[config.mk]
export PLATFORM = sky130hd
export DESIGN_NAME = alu_seq_flat
export DESIGN_NICKNAME = d
export VERILOG_FILES = /design/src/rtl/alu_pkg.sv /design/src/rtl/alu_seq_if.sv /design/src/rtl/alu_seq_mul_iter.sv /design/src/rtl/alu_seq.sv /design/src/flat_wrapper.sv
export SDC_FILE = /design/constraint.sdc
export NUM_CORES = 1
export LEC_CHECK = 0
export CAP_MARGIN = 40
export CORE_AREA = 4 4 192 194
export DETAILED_ROUTE_END_ITERATION = 12
export DIE_AREA = 0 0 196 198
export PLACE_DENSITY = 0.74
export SYNTH_ARGS = -nofsm -noshare
export SYNTH_HDL_FRONTEND = slang
export SYNTH_SLANG_ARGS = --single-unit
[constraint.sdc]
create_clock -name clk_i -period 19.4 [get_ports clk_i]
set_clock_uncertainty 0.15 [all_clocks]
set_input_delay 3.88 -clock clk_i [delete_from_list [all_inputs] [get_ports clk_i]]
set_output_delay 3.88 -clock clk_i [all_outputs]
set_load 0.01 [all_outputs]
[src/rtl/alu_pkg.sv]
// Shared ALU control codes and sequencer state encoding.
// The ALU controller and alu_seq both use these constants.
package alu_pkg;

    localparam logic [3:0] ALU_AND  = 4'b0000;
    localparam logic [3:0] ALU_OR   = 4'b0001;
    localparam logic [3:0] ALU_ADD  = 4'b0010;
    localparam logic [3:0] ALU_MUL  = 4'b0011;
    localparam logic [3:0] ALU_SUB  = 4'b0110;
    localparam logic [3:0] ALU_SLT  = 4'b0111;
    localparam logic [3:0] ALU_SLL  = 4'b1000;
    localparam logic [3:0] ALU_SRL  = 4'b1001;
    localparam logic [3:0] ALU_SLLV = 4'b1010;
    localparam logic [3:0] ALU_SRLV = 4'b1011;

    typedef enum logic [1:0] {
        ST_IDLE = 2'd0,
        ST_EXEC = 2'd1,
        ST_MUL  = 2'd2
    } alu_state_e;

endpackage

[src/rtl/alu_seq_if.sv]
// Start/done request bus between the datapath (master) and alu_seq (slave).
// Master stalls on busy_o; results are valid from the done_o cycle onward.
interface alu_seq_if #(parameter int WIDTH = 32);

    logic             start_i;
    logic [3:0]       ctrl_i;
    logic [WIDTH-1:0] src1_i;
    logic [WIDTH-1:0] src2_i;
    logic [4:0]       shamt_i;
    logic             busy_o;
    logic             done_o;
    logic [WIDTH-1:0] result_o;
    logic             zero_o;
    logic             overflow_o;
    logic             illegal_o;

    modport master (
        output start_i, ctrl_i, src1_i, src2_i, shamt_i,
        input  busy_o, done_o, result_o, zero_o, overflow_o, illegal_o
    );

    modport slave (
        input  start_i, ctrl_i, src1_i, src2_i, shamt_i,
        output busy_o, done_o, result_o, zero_o, overflow_o, illegal_o
    );

endinterface

[src/rtl/alu_seq_mul_iter.sv]
// Iterative shift-add multiplier: load captures operands, each step retires one multiplier bit.
// CYCLES steps per product; prod is the accumulator including the current step, last flags the final one.
module mul_iter #(
    parameter int WIDTH  = 32,
    parameter int CYCLES = WIDTH
) (
    input  logic             clk,
    input  logic             rst,
    input  logic             load,
    input  logic             step,
    input  logic [WIDTH-1:0] mcand_in,
    input  logic [WIDTH-1:0] mplier_in,
    output logic             last,
    output logic [WIDTH-1:0] prod
);

    localparam int CW = (CYCLES > 1) ? $clog2(CYCLES) : 1;

    logic [WIDTH-1:0] mcand_q;
    logic [WIDTH-1:0] mplier_q;
    logic [WIDTH-1:0] acc_q;
    logic [CW-1:0]    cnt_q;

    // Only the low WIDTH bits of the product are ever needed, so the
    // accumulator and multiplicand simply truncate as they shift.
    assign prod = acc_q + (mplier_q[0] ? mcand_q : '0);
    assign last = (cnt_q == CW'(CYCLES - 1));

    always_ff @(posedge clk or posedge rst) begin
        if (rst) begin
            mcand_q  <= '0;
            mplier_q <= '0;
            acc_q    <= '0;
            cnt_q    <= '0;
        end else if (load) begin
            mcand_q  <= mcand_in;
            mplier_q <= mplier_in;
            acc_q    <= '0;
            cnt_q    <= '0;
        end else if (step) begin
            acc_q    <= prod;
            mcand_q  <= mcand_q << 1;
            mplier_q <= mplier_q >> 1;
            cnt_q    <= cnt_q + CW'(1);
        end
    end

endmodule

[src/rtl/alu_seq.sv]
// Multi-cycle ALU: single-cycle ops done 1 cycle after accept, MUL done MUL_CYCLES cycles after accept.
// Requests are accepted only while idle; start while busy is dropped, never queued.
module alu_seq
    import alu_pkg::*;
#(
    parameter int WIDTH      = 32,
    parameter int MUL_CYCLES = WIDTH
) (
    input  logic      clk_i,
    input  logic      rst_i,
    alu_seq_if.slave  bus
);

    localparam int MSB = WIDTH - 1;

    alu_state_e       state_q, state_d;
    logic [3:0]       ctrl_q;
    logic [WIDTH-1:0] src1_q;
    logic [WIDTH-1:0] src2_q;
    logic [4:0]       shamt_q;

    logic             accept;
    logic             mul_load;
    logic             mul_step;
    logic             mul_last;
    logic [WIDTH-1:0] mul_prod;

    logic [WIDTH-1:0] sum;
    logic [WIDTH-1:0] diff;
    logic [WIDTH-1:0] exec_res;
    logic             exec_ovf;
    logic             exec_ill;

    logic             done_q;
    logic [WIDTH-1:0] result_q;
    logic             zero_q;
    logic             ovf_q;
    logic             ill_q;

    assign accept = (state_q == ST_IDLE) && bus.start_i;

    always_ff @(posedge clk_i or posedge rst_i) begin
        if (rst_i) begin
            state_q <= ST_IDLE;
        end else begin
            state_q <= state_d;
        end
    end

    always_comb begin
        state_d  = state_q;
        mul_load = 1'b0;
        mul_step = 1'b0;
        case (state_q)
            ST_IDLE: begin
                if (bus.start_i) begin
                    if (bus.ctrl_i == ALU_MUL) begin
                        mul_load = 1'b1;
                        state_d  = ST_MUL;
                    end else begin
                        state_d  = ST_EXEC;
                    end
                end
            end
            ST_EXEC: state_d = ST_IDLE;
            ST_MUL: begin
                mul_step = 1'b1;
                if (mul_last) state_d = ST_IDLE;
            end
            default: state_d = ST_IDLE;
        endcase
    end

    always_ff @(posedge clk_i or posedge rst_i) begin
        if (rst_i) begin
            ctrl_q  <= '0;
            src1_q  <= '0;
            src2_q  <= '0;
            shamt_q <= '0;
        end else if (accept) begin
            ctrl_q  <= bus.ctrl_i;
            src1_q  <= bus.src1_i;
            src2_q  <= bus.src2_i;
            shamt_q <= bus.shamt_i;
        end
    end

    mul_iter #(
        .WIDTH  (WIDTH),
        .CYCLES (MUL_CYCLES)
    ) u_mul (
        .clk       (clk_i),
        .rst       (rst_i),
        .load      (mul_load),
        .step      (mul_step),
        .mcand_in  (bus.src1_i),
        .mplier_in (bus.src2_i),
        .last      (mul_last),
        .prod      (mul_prod)
    );

    assign sum  = src1_q + src2_q;
    assign diff = src1_q - src2_q;

    always_comb begin
        exec_res = '0;
        exec_ovf = 1'b0;
        exec_ill = 1'b0;
        case (ctrl_q)
            ALU_ADD: begin
                exec_res = sum;
                exec_ovf = (src1_q[MSB] == src2_q[MSB]) && (sum[MSB] != src1_q[MSB]);
            end
            ALU_SUB: begin
                exec_res = diff;
                exec_ovf = (src1_q[MSB] != src2_q[MSB]) && (diff[MSB] != src1_q[MSB]);
            end
            ALU_AND:  exec_res = src1_q & src2_q;
            ALU_OR:   exec_res = src1_q | src2_q;
            ALU_SLT:  exec_res = {{(WIDTH-1){1'b0}}, ($signed(src1_q) < $signed(src2_q))};
            ALU_SLL:  exec_res = src2_q << shamt_q;
            ALU_SLLV: exec_res = src2_q << src1_q[4:0];
            ALU_SRL:  exec_res = src2_q >> shamt_q;
            ALU_SRLV: exec_res = src2_q >> src1_q[4:0];
            default:  exec_ill = 1'b1;
        endcase
    end

    // Result and flags update together on the completing edge and are held until the next one.
    always_ff @(posedge clk_i or posedge rst_i) begin
        if (rst_i) begin
            done_q   <= 1'b0;
            result_q <= '0;
            zero_q   <= 1'b1;
            ovf_q    <= 1'b0;
            ill_q    <= 1'b0;
        end else begin
            done_q <= 1'b0;
            if (state_q == ST_EXEC) begin
                done_q   <= 1'b1;
                result_q <= exec_res;
                zero_q   <= (exec_res == '0);
                ovf_q    <= exec_ovf;
                ill_q    <= exec_ill;
            end else if ((state_q == ST_MUL) && mul_last) begin
                done_q   <= 1'b1;
                result_q <= mul_prod;
                zero_q   <= (mul_prod == '0);
                ovf_q    <= 1'b0;
                ill_q    <= 1'b0;
            end
        end
    end

    assign bus.busy_o     = (state_q != ST_IDLE);
    assign bus.done_o     = done_q;
    assign bus.result_o   = result_q;
    assign bus.zero_o     = zero_q;
    assign bus.overflow_o = ovf_q;
    assign bus.illegal_o  = ill_q;

endmodule
[src/flat_wrapper.sv]
// flat-port wrapper written by rule: the top's interface ports become plain ports
module alu_seq_flat import alu_pkg::*;
#(
    parameter int WIDTH      = 32,
    parameter int MUL_CYCLES = WIDTH
)
  (clk_i, rst_i, bus_start_i, bus_ctrl_i, bus_src1_i, bus_src2_i, bus_shamt_i, bus_busy_o, bus_done_o, bus_result_o, bus_zero_o, bus_overflow_o, bus_illegal_o);
  alu_seq_if #(.WIDTH(WIDTH)) bus_i ();
  input  logic clk_i;
  input  logic rst_i;
  input wire logic [$bits(bus_i.start_i)-1:0] bus_start_i;
  input wire logic [$bits(bus_i.ctrl_i)-1:0] bus_ctrl_i;
  input wire logic [$bits(bus_i.src1_i)-1:0] bus_src1_i;
  input wire logic [$bits(bus_i.src2_i)-1:0] bus_src2_i;
  input wire logic [$bits(bus_i.shamt_i)-1:0] bus_shamt_i;
  output wire logic [$bits(bus_i.busy_o)-1:0] bus_busy_o;
  output wire logic [$bits(bus_i.done_o)-1:0] bus_done_o;
  output wire logic [$bits(bus_i.result_o)-1:0] bus_result_o;
  output wire logic [$bits(bus_i.zero_o)-1:0] bus_zero_o;
  output wire logic [$bits(bus_i.overflow_o)-1:0] bus_overflow_o;
  output wire logic [$bits(bus_i.illegal_o)-1:0] bus_illegal_o;
  assign bus_i.start_i = bus_start_i;
  assign bus_i.ctrl_i = bus_ctrl_i;
  assign bus_i.src1_i = bus_src1_i;
  assign bus_i.src2_i = bus_src2_i;
  assign bus_i.shamt_i = bus_shamt_i;
  assign bus_busy_o = bus_i.busy_o;
  assign bus_done_o = bus_i.done_o;
  assign bus_result_o = bus_i.result_o;
  assign bus_zero_o = bus_i.zero_o;
  assign bus_overflow_o = bus_i.overflow_o;
  assign bus_illegal_o = bus_i.illegal_o;
  alu_seq #(.WIDTH(WIDTH), .MUL_CYCLES(MUL_CYCLES)) u_core (.clk_i(clk_i), .rst_i(rst_i), .bus(bus_i));
endmodule
=== Yosys cells after proc, flatten, opt, wreduce, memory -nomap -nowiden ===
Index checks and enable logic that the tools add are counted.

* Register bits after elaboration: 212
* Input port bits: 76

* Add/sub/neg operators: 4
* $lt $le $gt $ge: 1
* Eq/ne operators: 18
* Shifts and indexed selects: 4
* Multiplexer cells: 29
* Bitwise operators: 2
* Reduce and logical (&&, ||, !) cells: 13

{| class="wikitable"
|+ Operator list
! kind !! number
|-
| $mux 32 || 9
|-
| $pmux 32 s9 || 1
|-
| $add 32x32->32 || 2
|-
| $logic_not 32->1 || 2
|-
| $shl 32x5->32 || 2
|-
| $shr 32x5->32 || 2
|-
| $and 32x32->32 || 1
|-
| $lt 32x32->1 || 1
|-
| $or 32x32->32 || 1
|-
| $sub 32x32->32 || 1
|-
| $eq 4x4->1 const B || 4
|-
| $mux 1 || 12
|-
| $mux 5 || 2
|-
| $reduce_or 9->1 || 1
|-
| $eq 4x2->1 const B || 2
|-
| $eq 4x3->1 const B || 2
|-
| $mux 2 || 3
|-
| $reduce_bool 2->1 || 3
|-
| $add 5x1->5 const B || 1
|-
| $eq 5x5->1 const B || 1
|-
| $eq 4x1->1 const B || 1
|-
| $logic_and 1x1->1 || 4
|-
| $logic_not 4->1 || 1
|-
| $pmux 2 s2 || 1
|-
| 9 further kinds || 11
|}

=== Logic depth before layout (Yosys ltp) ===
* Depth after elaboration: 5
* Gate-level depth with buffers: 17
* Gate-level depth less buffers: 16

=== Cells and area by module ===
Synthesis repeated with hierarchy kept, for this count alone.

* Cell total of the unflattened synthesis: 2408
* Area total of the unflattened synthesis: 19745.2 um^2

{| class="wikitable"
|+ Modules (own cells, without submodules)
! module !! times used !! cells an instance !! area each (um^2) !! sequential area each (um^2)
|-
| alu_seq || 1 || 1711 || 13361.6 || 2778.9
|-
| mul_iter || 1 || 697 || 6383.6 || 2527.4
|}

=== Worst setup path after synthesis ===
No wires, ideal clock.

* Path type: input port to flip-flop
* Start: input bus_ctrl_i[2]
* End: register u_core.u_mul.mcand_q[0]
* Library setup time: 0.137 ns
* Data arrival time: 5.041 ns
* Path slack: 14.073 ns
* Stages: 6
* Path buffers: 3
* Path through: nor3_1 > and2_1 > clkbuf_1 > clkbuf_1 > clkbuf_1 > o21ai_0

* Cells in the longest elaborated chain, start to end: 5

{| class="wikitable"
|+ RTL lines
! item !! RTL line !! RTL
|-
| from (decl) || flat_wrapper.sv:12 || <nowiki>input wire logic [$bits(bus_i.ctrl_i)-1:0] bus_ctrl_i;</nowiki>
|-
| $eq 4x2->1 * || alu_seq.sv:57 || <nowiki>if (bus.ctrl_i == ALU_MUL) begin</nowiki>
|-
| $mux 1 * || alu_seq.sv:57 ||
|-
| $mux 1 * || alu_seq.sv:56 || <nowiki>if (bus.start_i) begin</nowiki>
|-
| $mux 1 * || alu_seq.sv:54 || <nowiki>case (state_q)</nowiki>
|-
| $mux 32 / $reduce_bool 2->1 (equally long branches) || - ||
|-
| to (signal assigned) || alu_seq_mul_iter.sv:36 || <nowiki>mcand_q <= mcand_in;</nowiki>
|-
| to (signal assigned) || alu_seq_mul_iter.sv:42 || <nowiki>mcand_q <= mcand_q << 1;</nowiki>
|-
| to (decl) || alu_seq_mul_iter.sv:19 || <nowiki>logic [WIDTH-1:0] mcand_q;</nowiki>
|}

Mark *: on every way between the ends. The rest lies on a longest branch, timed or not.
A chain may end at the register's enable or synchronous reset.

=== Worst setup path after layout ===
* Start: register u_core.ctrl_q[3]
* End: register u_core.zero_q (netlist: u_core.bus.zero_o)

* Cells in the longest elaborated chain, start to end: 4

{| class="wikitable"
|+ RTL lines
! item !! RTL line !! RTL
|-
| from (decl) || alu_seq.sv:17 || <nowiki>logic [3:0] ctrl_q;</nowiki>
|-
| from (signal assigned) || alu_seq.sv:81 || <nowiki>ctrl_q <= bus.ctrl_i;</nowiki>
|-
| $eq 4x4->1, or another cell as far along || alu_seq.sv:109 || <nowiki>case (ctrl_q)</nowiki>
|-
| $pmux 32 s9 * || alu_seq.sv:109 ||
|-
| $logic_not 32->1 * || alu_seq.sv:142 || <nowiki>zero_q <= (exec_res == '0);</nowiki>
|-
| $mux 1 * || alu_seq.sv:139 || <nowiki>if (state_q == ST_EXEC) begin</nowiki>
|-
| to (signal assigned) || alu_seq.sv:142 ||
|-
| to (signal assigned) || alu_seq.sv:148 || <nowiki>zero_q <= (mul_prod == '0);</nowiki>
|-
| to (decl) || alu_seq.sv:36 || <nowiki>logic zero_q;</nowiki>
|}

Marks and branches as above.

==> metrics <==
Async SR Flop Fraction 100%; Max Freq 0.162 GHz; dpl hpwl ~61 mm; Mapped Cells 2378; worst min-delay path class flop to flop; CTS Buf Count 25; Req. time, crit path 19.72 ns; syn_area_per_cell 8.03 sq um; post-CTS setup buffer count 0; clk sinks about 210; DP Area 0.0206 sq mm; Post-synth EDFFs 0; first-pass GRT wire length 120 mm; CTS clk-pin slew, worst paths 0.06 ns; final max-slew violation count 0; Vias 19800; Worst-Margin Slew 0.985 ns; Synth Area in Adders around 9.9%; maxcap violations 0; CTS tree done; I/O pins 113; Hold Fails Final Rpt 0; PwrDens 136 mW/mm^2; nets 2632; Detail Route Antenna Nets 0; FF-to-FF setup slack 13.21 ns; post-layout min period 6.19 ns; Synth Register Bits 212; worst ir drop on vdd 116 uV; setup TNS 0 ns; mux cell area share after synthesis 8.88%; startpoint types flop; simple-gate portion of the synthesized area 19.2%; fill count 3139; largest family of logic cells by synthesized area compound AO/OA/AOI/OAI gates; Synth Area in Compound Gates 26.1%; initial drt markers 2610; core area 0.0352 sq mm; # DRC 0; crit path capture type flop; layout cells sized above 1 6.18%; Cell variety after synth 91; sequential share of the synthesized area 27.8%; Max clock buf depth 3; RSZ-0062 raised after global routing false; die span in y about 200 um; Syn Nets between 2000 and 3000; period utilization 31.9%; Total Routing Usage GR 40.0%; Initial Utilization 54.2%; Clock Latency Late Sink 0.57 ns; Die ar. 0.0388 sq mm; final instance area 0.0214 sq mm; Critical Path AT 6.51 ns; drt first pass iters 6; area grow syn2layout 12.2%; total grt overflow 0; CP Max Fanout 38; Yosys warnings 0; Lkg Pwr about 9.7 nW; Post-CTS Resized 0; relative slew slack 34.3%; chip width 196 um; final WL 80.3 mm; PortBufs 112; hold-fix buffers at CTS 0; Core Rows between 60 and 70; initial antenna violation count 1; Root Buffer clkbuf_16; Setup CP Type flop to flop; run status completed; post-synthesis instance area 0.0191 sq mm; GP Congestion about 1.1; predominant post-synthesis flop cell dfrtp_1; number of global-route vias before repair 18800; largest net degree at the start of global routing 86; endpoints failing setup 0; Avg Vias per Cell 6.85; post-synthesis xor/xnor area fraction ~2.6%; H-tree depth 1; drt wl/cell 27.8 um
[cell families after synthesis]
family                     Yosys count
DFF                                212
xor gates and xnor gates            56
AOI/OAI and AO/OA                  740
and+or+nand+nor                    813
adders and majority gates          149
muxes                              154
buffers and inverters              254
[path summary, 6_finish.rpt]
path,cells after the start,to,from
max,13,u_core.bus.zero_o$_DFFE_PP1P_,u_core.ctrl_q[3]$_DFFE_PP0P_
min,2,u_core.u_mul.mplier_q[27]$_DFFE_PP0P_,u_core.u_mul.mplier_q[27]$_DFFE_PP0P_
max reg2reg,13,u_core.bus.zero_o$_DFFE_PP1P_,u_core.ctrl_q[3]$_DFFE_PP0P_
min reg2reg,2,u_core.u_mul.mplier_q[27]$_DFFE_PP0P_,u_core.u_mul.mplier_q[27]$_DFFE_PP0P_
max in group asynchronous,3,u_core.src1_q[31]$_DFFE_PP0P_,rst_i
min in group asynchronous,2,u_core.u_mul.acc_q[8]$_DFFE_PP0P_,rst_i
[layout make-up]
class,instances,area (sq um),share of cell area (%)
Tap cell,461,577,2.69
Inverter,100,383,1.79
Multi-Input combinational cell,1912,12800,59.7
Timing Repair Buffer,156,1500,7.01
Sequential cell,212,5310,24.8
Antenna cell,1,2.50,0.0117
Clock inverter,7,86.3,0.403
Clock buffer,39,768,3.59
[synth_stat cells, types with 11 or more instances]
master | count | share of area (%)
nand2_1 | 405 | 8.0
dfrtp_1 | 211 | 28
o21ai_0 | 163 | 4.3
nor2_1 | 150 | 2.9
a21oi_1 | 148 | 3.9
ha_1 | 146 | 9.6
mux2i_1 | 119 | 6.2
clkbuf_1 | 113 | 2.2
inv_1 | 99 | 1.9
a22oi_1 | 84 | 3.3
nor3_1 | 46 | 1.2
nand3_1 | 41 | 1.1
o22ai_1 | 40 | 1.3
xnor2_1 | 39 | 1.8
and2_1 | 38 | 1.2
o221ai_1 | 35 | 1.6
a211oi_1 | 34 | 1.3
a21o_1 | 32 | 1.3
nand2b_1 | 32 | 1.0
o211ai_1 | 26 | 1.0
nand4_1 | 21 | 0.69
a221oi_1 | 20 | 0.92
mux2_2 | 18 | 1.1
o31ai_1 | 17 | 0.67
xor2_1 | 17 | 0.78
buf_2 | 16 | 0.42
a31oi_1 | 14 | 0.46
nor4_1 | 14 | 0.46
a221o_1 | 13 | 0.68
and3_1 | 13 | 0.43
o21bai_1 | 13 | 0.51
buf_4 | 11 | 0.43
[placed cells by master, fill, tap and decap left out, drive strengths merged, types with 40 or more instances in the layout]
cell type / synthesis / layout
nor3: 46 / 46
clkdlybuf4s50: 0 / 112
nor2: 150 / 150
buf: 40 / 43
inv: 99 / 101
mux2i: 124 / 124
nand2: 405 / 405
o22ai: 40 / 40
o21ai: 168 / 168
nand3: 41 / 41
ha: 146 / 146
dfrtp: 211 / 211
a21oi: 148 / 148
a22oi: 84 / 84
[worst max-delay path, cell delays in order, from the launching register on]
cell and delay (ns):
dfrtp_1 0.85, nand4b_4 0.42, mux2_4 0.72, mux2i_1 0.62, a211oi_1 0.18, o21ai_0 0.72, nand4_1 0.16, a211oi_1 0.67
nand4_1 0.21, nor4_1 0.36, nand4_1 0.20, nor4_1 0.46, nand4b_1 0.16, o211ai_1 0.19
[sequential cells by signal, summed over array words and instances, names as in the netlist, 2 cells and up]
signal,count
u_core.src1_q,32
u_core.u_mul.cnt_q,5
u_core.u_mul.mcand_q,32
u_core.u_mul.acc_q,32
u_core.ctrl_q,4
u_core.src2_q,32
u_core.shamt_q,5
u_core.u_mul.mplier_q,32
u_core.bus.result_o,32
u_core.state_q,2
[metrics by stage]
stage          util [%]  setup slack [ns]  power, mW  std cells  hold slack, ns
3_3_place_gp       58.1             12.10       2.32       2833           0.311
6_report           60.8             13.21       2.92       2888           0.333
3_5_place_dp       58.4             12.80       2.36       2841           0.314
2_1_floorplan         -              9.58       1.77       2378           0.296
5_1_grt            60.8             13.02       3.06       2887           0.357
4_1_cts            60.8             13.39       2.86       2887           0.331
[routing by layer]
layer | wire length, um | track usage (%) | part of all wire [%] | vias up
met5 | 0 | 0 | 0 | -
met4 | 5070 | 18.9 | 6.3 | 0
met3 | 8130 | 7.93 | 10 | 255
met2 | 34500 | 61.1 | 43 | 1197
met1 | 32600 | 55.0 | 41 | 9585
li1 | - | - | - | 8750
[power breakdown]
part	leakage (nW)	internal, mW	switching, mW
sequential	2.71	0.604	0.190
combinational	6.53	0.591	1.04
clock	0.423	0.287	0.205
(Power assumes the default switching activity.)
